### src/rtl/uartcommtx.sv
// Buffered 8N1 UART transmitter: byte FIFO in front of an LSB-first serialiser.
// Latency: start bit begins 1 clock after a byte enters an empty, idle path; frames are 10*CLKS_PER_BIT.
// Backpressure: ready drops when the FIFO holds FIFO_DEPTH bytes; send while not ready is dropped.
module uartcommtx #(
    parameter int CLKS_PER_BIT = 104,
    parameter int FIFO_DEPTH   = 4
) (
    input  logic                          clk,
    input  logic                          rst,
    input  logic [7:0]                    data_in,
    input  logic                          send,
    output logic                          ready,
    output logic                          tx,
    output logic                          busy,
    output logic [$clog2(FIFO_DEPTH):0]   fifo_count
);

    localparam int PW = $clog2(FIFO_DEPTH);
    localparam int CW = (CLKS_PER_BIT > 1) ? $clog2(CLKS_PER_BIT) : 1;
    localparam logic [CW-1:0] BAUD_LAST = CW'(CLKS_PER_BIT - 1);
    localparam logic [PW:0]   FULL      = (PW+1)'(FIFO_DEPTH);

    typedef enum logic [1:0] {IDLE, START, DATA, STOP} state_t;

    state_t          state;
    logic [CW-1:0]   baud_cnt;
    logic [2:0]      bit_idx;
    logic [7:0]      shifter;

    logic [7:0]      mem [FIFO_DEPTH];
    logic [PW-1:0]   wr_ptr;
    logic [PW-1:0]   rd_ptr;
    logic [PW:0]     count;

    logic            push;
    logic            pop;
    logic            bit_end;
    logic            have_data;

    assign bit_end    = (baud_cnt == BAUD_LAST);
    assign have_data  = (count != '0);
    assign ready      = (count != FULL);
    assign push       = send && ready;
    // The shifter is loaded from idle, or straight out of the stop bit so frames abut.
    assign pop        = have_data && ((state == IDLE) || ((state == STOP) && bit_end));
    assign busy       = (state != IDLE) || have_data;
    assign fifo_count = count;

    // Byte storage; stale entries after reset are harmless because the pointers restart.
    always_ff @(posedge clk) begin
        if (push) begin
            mem[wr_ptr] <= data_in;
        end
    end

    // FIFO pointers and occupancy; pointers wrap naturally since depth is a power of two.
    always_ff @(posedge clk) begin
        if (rst) begin
            wr_ptr <= '0;
            rd_ptr <= '0;
            count  <= '0;
        end else begin
            if (push) begin
                wr_ptr <= wr_ptr + PW'(1);
            end
            if (pop) begin
                rd_ptr <= rd_ptr + PW'(1);
            end
            case ({push, pop})
                2'b10:   count <= count + (PW+1)'(1);
                2'b01:   count <= count - (PW+1)'(1);
                default: count <= count;
            endcase
        end
    end

    // Frame sequencer: start, eight data bits LSB first, stop; tx is registered.
    always_ff @(posedge clk) begin
        if (rst) begin
            state    <= IDLE;
            tx       <= 1'b1;
            baud_cnt <= '0;
            bit_idx  <= '0;
            shifter  <= '0;
        end else begin
            case (state)
                IDLE: begin
                    tx       <= 1'b1;
                    baud_cnt <= '0;
                    if (pop) begin
                        state   <= START;
                        tx      <= 1'b0;
                        shifter <= mem[rd_ptr];
                    end
                end
                START: begin
                    if (bit_end) begin
                        baud_cnt <= '0;
                        bit_idx  <= '0;
                        state    <= DATA;
                        tx       <= shifter[0];
                        shifter  <= shifter >> 1;
                    end else begin
                        baud_cnt <= baud_cnt + CW'(1);
                    end
                end
                DATA: begin
                    if (bit_end) begin
                        baud_cnt <= '0;
                        if (bit_idx == 3'd7) begin
                            state <= STOP;
                            tx    <= 1'b1;
                        end else begin
                            bit_idx <= bit_idx + 3'd1;
                            tx      <= shifter[0];
                            shifter <= shifter >> 1;
                        end
                    end else begin
                        baud_cnt <= baud_cnt + CW'(1);
                    end
                end
                STOP: begin
                    if (bit_end) begin
                        baud_cnt <= '0;
                        if (pop) begin
                            state   <= START;
                            tx      <= 1'b0;
                            shifter <= mem[rd_ptr];
                        end else begin
                            state <= IDLE;
                            tx    <= 1'b1;
                        end
                    end else begin
                        baud_cnt <= baud_cnt + CW'(1);
                    end
                end
                default: begin
                    state <= IDLE;
                    tx    <= 1'b1;
                end
            endcase
        end
    end

endmodule

### config.mk
export PLATFORM = sky130hd
export DESIGN_NAME = uartcommtx
export DESIGN_NICKNAME = d
export VERILOG_FILES = /design/src/rtl/uartcommtx.sv
export SDC_FILE = /design/constraint.sdc
export NUM_CORES = 1
export LEC_CHECK = 0
export CAP_MARGIN = 10
export CORE_ASPECT_RATIO = 1.1
export CORE_UTILIZATION = 58
export DETAILED_ROUTE_END_ITERATION = 7
export DONT_BUFFER_PORTS = 1
export PLACE_DENSITY = 0.79
export SLEW_MARGIN = 20
export SYNTH_ARGS = -nofsm -noshare
export SYNTH_HDL_FRONTEND = slang
export SYNTH_SLANG_ARGS = --single-unit
### constraint.sdc
create_clock -name clk -period 7.2 [get_ports clk]
set_input_delay 0.36 -clock clk [delete_from_list [all_inputs] [get_ports clk]]
set_output_delay 0.36 -clock clk [all_outputs]
set_load 0.02 [all_outputs]
== Yosys cells after proc, flatten, opt, wreduce, memory -nomap -nowiden ==
Memory sizes are Yosys's and may differ from the RTL's. A register that Yosys moved wholly into a read port is not among the register bits.
Cells that the tools add are included.
Operators by class
  add/sub/neg operators: 6
  equal/unequal tests: 14
  mux-type cells: 30
  reduce and logical (&&, ||, !) cells: 15
Operators with widths (number)
  two-way mux 8 bit: 5
  one-hot mux 8 bit (4 select lines): 1
  two-way mux 2 bit: 7
  one-hot mux 7 bit (2 select lines): 1
  inequality test 2 bit (second input constant): 6
  one-hot mux 3 bit (2 select lines): 2
  two-way mux 3 bit: 3
  two-way mux 1 bit: 8
  one-hot mux 2 bit (4 select lines): 1
  AND reduction 4 bit: 2
  adder 7 x 1 -> 7 bit (second input constant): 1
  equality test 7 bit (second input constant): 1
  two-way mux 7 bit: 1
  adder 3 x 1 -> 3 bit (second input constant): 2
  equality test 2 bit (second input constant): 3
  nonzero test 2 bit: 3
  AND reduction 5 bit: 1
  adder 2 x 1 -> 2 bit (second input constant): 2
  equality test 2 x 1 -> 1 bit (second input constant): 2
  one-hot mux 1 bit (4 select lines): 1
  equality test 3 bit (second input constant): 1
  logical AND 1 bit: 3
  inequality test 3 bit (second input constant): 1
  AND reduction 3 bit: 1
  5 further kinds: 6
Storage, ports and cells
  flip-flop bits (word level): 28
  memory bits (writable): 32
  input port bits: 11
  output and inout port bits: 6
  word-level logic and storage cells: 74
  memories kept: 1
Memories
  mem: words 4, bits a word 8, rd ports 1, clocked after Yosys merged registers in 1, wr ports 1, RTL line 30  | logic [7:0] mem [FIFO_DEPTH];

== Longest topological paths before layout ==
  depth in word-level cells: 7
  mapped depth: 11

== Worst setup path before layout ==
No wires, ideal clock.
  kind: reg2reg
  from: register count[2], in the netlist fifo_count[2]
  to: register count[2], in the netlist fifo_count[2]
  setup time: 70 ps
  arrival: 2455 ps
  setup slack: 4675 ps
  stages on the path, launching flop included: 10
  buffers on the path: 0
  period minus slack after synthesis: 2525 ps
  path through: dfxtp_1 or3b_1 and2_1 inv_1 ha_1 inv_1 fa_1 xor2_1 or3_1 a21oi_1
On the way
  word-level cells in the longest chain between the ends: 4
RTL lines
  from (decl): RTL line 33  | logic [PW:0] count;
  from (signal assigned): RTL line 70  | 2'b10: count <= count + (PW+1)'(1);
  from (signal assigned): RTL line 71  | 2'b01: count <= count - (PW+1)'(1);
  from (signal assigned): RTL line 72  | default: count <= count;
  inequality test 3 bit *: RTL line 42  | assign ready = (count != FULL);
  via ready: RTL line 12  | output logic ready,
  logical AND 1 bit *: RTL line 43  | assign push = send && ready;
  equality test 2 x 1 -> 1 bit or equality test 2 bit (tied branches): RTL line 69  | case ({push, pop})
  one-hot mux 3 bit (2 select lines) or nonzero test 2 bit (tied branches)
The timed path passes the listed nets; every way through them passes the cells marked *.
A chain may end at the register's enable or synchronous reset.

== Worst setup path in the final report ==
Ends and elaborated chain as after synthesis.

==> flow_summary.json <==
{
  "status": "complete, no violations",
  "syn2layout_area_growth_pct": 7.048,
  "hold_violations": 0,
  "cts_hold_buf": 0,
  "dp.final_hpwl_mm": 3.118,
  "avgRoutedWirePerCell_um": 15.54,
  "ys_warn_count": 0,
  "post_cts_buffers": 0,
  "overflow": 0,
  "cts_buffers": 9,
  "cp-startpoint": "fifo_count[2]",
  "cellLeakagePower_nw": 1.034,
  "r2r_start": "fifo_count[2]",
  "drt_iter0_markers": 151,
  "gp_congestion": 0.7746,
  "core_area_um2": 4410,
  "grt_usage_pct": 21.56,
  "antenna_left": 0,
  "grt_pass1_wl_mm": 7.576,
  "required_ns": 7.47,
  "hp-start": "rst",
  "drcViolationCount": 0,
  "ir_worst_vdd_mv": 0.2190,
  "ctsResizeCount": 0,
  "cts.htree.levels": 3,
  "placed_area_um2": 2790,
  "startpoint_type": "flop",
  "clk_latency_ns": 0.33,
  "io_buffers": 0,
  "timing.setup.tns_ns": 0,
  "fmax_mhz": 369.5,
  "critPathKind": "reg -> reg",
  "r2r_slack_ns": 4.49,
  "ios": 17,
  "syn_avg_cell_area_um2": 11.71,
  "first_pass_iters": 4,
  "min_period_ns": 2.706,
  "timing.hold.ws_ns": 0.08684,
  "cp-end-kind": "flop",
  "root_buffer": "clkbuf_8",
  "n_antenna_cell": 0,
  "critPathArrivalTime_ns": 2.97,
  "wirelength_mm": 4.645,
  "setup_violations": 0,
  "ys_ff_latch": 62,
  "drive_gt1_share_pct": 8.980,
  "max-cap-violations": 0,
  "synth_fp_nets": 260,
  "hp-class": "in -> reg",
  "via_per_inst": 5.843,
  "fp-row-count": 25,
  "powerDensity_nw_per_um2": 406.6,
  "cts_max_path_buffers": 2,
  "die_w_um": 67.67,
  "cp_max_fo": 6,
  "fin_area_um2": 2945,
  "synthDistinctLibCells": 41,
  "vias": 1747,
  "antenna_found_initial": 0,
  "rsz0062_at_grt": "false",
  "worstMarginPinSlew_ns": 0.8657,
  "die_h_um": 74.24,
  "drv_slew": 0,
  "finalClockSkew_ns": 0.007794,
  "grt_pass1_vias": 1740,
  "layout.nets": 265,
  "path_clk_slew_ns": 0.07,
  "syn_inst": 235,
  "seq_area_frac_synth_pct": 56.75,
  "synth_area_um2": 2751,
  "tritoncts": "yes",
  "finalCritPeriodShare_pct": 37.58,
  "die-area_um2": 5023,
  "grt_max_degree": 22,
  "start_util_pct": 62.38,
  "slew_headroom_pct": 42.21,
  "cts_sinks": 62,
  "fill_cells": 335,
  "power.total_mw": 1.198
}
-- layout by cell type, fill, tap and decap left out, drive strengths merged, types with 8 or more instances in the layout --
cell / instances
edfxtp: 32
dfxtp: 30
a21oi: 18
mux2i: 15
nor2: 14
o21ai: 13
ha: 13
nand2: 12
inv: 9
clkbuf: 9
nand2b: 8
-- layer usage --
layer	track usage (%)	part of all wire, %	vias up
li1	-	-	880
met1	24.24	45	829
met5	0	0	-
met3	8.282	2.9	8
met2	35.97	51	30
met4	9.693	1.3	0
-- per-stage QoR --
step | util, % | std cells | setup WS (ns)
after global routing | 66.78 | 299 | 4.331
after global placement | 63.26 | 283 | 4.605
final | 66.78 | 299 | 4.494
after floorplan | - | 235 | 4.675
after CTS | 66.78 | 299 | 4.495
after detailed placement | 63.26 | 283 | 4.515
-- layout make-up --
cell class / instances / area (um2) / area share (%)
sequential: 62 / 1562 / 53.02
inverter: 9 / 33.78 / 1.147
clock buffer: 9 / 123.9 / 4.206
tap: 54 / 67.56 / 2.294
multi-input combinational: 158 / 1127 / 38.28
clock inverter: 7 / 31.28 / 1.062
-- cells by family after synthesis --
logic type               share of synthesized area (%)
AO/OA/AOI/OAI                                    12.01
buffers and inverters                            2.274
AND/OR/NAND/NOR                                  13.51
flip-flops                                       56.75
multiplexers                                     6.275
adder cells (fa/ha/maj)                          6.640
XOR/XNOR                                         2.547
-- path summary, 6_finish.rpt --
kind / end / depth (start not counted)
worst max-delay path: fifo_count[2] / 9
worst min-delay path: fifo_count[0] / 1
worst max register to register: fifo_count[2] / 9
worst min register to register: baud_cnt[0] / 1
-- Yosys cell counts --
master,number,share of area [%]
inv_1,9,1.2
and2_1,1,0.23
a31oi_2,1,0.45
nor2_1,14,1.9
buf_2,2,0.36
nor2b_1,1,0.23
nand2b_1,8,1.8
buf_1,1,0.14
and3_1,6,1.4
a211oi_1,1,0.27
or3b_1,1,0.32
nor3_1,5,0.91
nand4b_1,1,0.32
o21ai_0,13,2.4
nand3_1,4,0.73
mux2i_1,15,5.5
xnor2_1,3,0.96
a2111o_1,1,0.41
o21ba_2,1,0.36
or3_1,4,0.91
nor3_2,1,0.36
and2_2,1,0.27
o21bai_1,1,0.27
a32o_1,2,0.73
a31oi_1,2,0.45
nor4_1,1,0.23
buf_4,1,0.27
mux4_2,1,0.82
xor2_1,5,1.6
o211ai_1,2,0.55
fa_1,1,0.73
a31o_2,3,0.96
edfxtp_1,32,35
nor3b_4,1,0.68
dfxtp_1,30,22
nand4_1,7,1.6
a22oi_1,7,1.9
a21oi_1,18,3.3
clkbuf_1,2,0.27
ha_1,13,5.9
nand2_1,12,1.6
-- critical path, cell delays in order (launching register included) --
cell and delay (ns):
dfxtp_1 0.53, or3b_1 0.56, and2_1 0.27, inv_1 0.08, ha_1 0.17, inv_1 0.06
fa_1 0.37, xor2_1 0.16, or3_1 0.30, a21oi_1 0.15
-- flip-flops by register name (all words and copies together), names as in the netlist, 2 cells and up, named ones only --
register / cells
mem: 32
shifter: 8
baud_cnt: 7
bit_idx: 3
fifo_count: 3
rd_ptr: 2
state: 2
wr_ptr: 2
-- power by group --
group          internal, mW  total [mW]  switching (mW)
clock network         0.118       0.242           0.123
logic                 0.179       0.464           0.286
registers             0.434       0.492          0.0576
total                 0.731        1.20           0.466
Note: power is estimated with default switching activity, not from simulation.
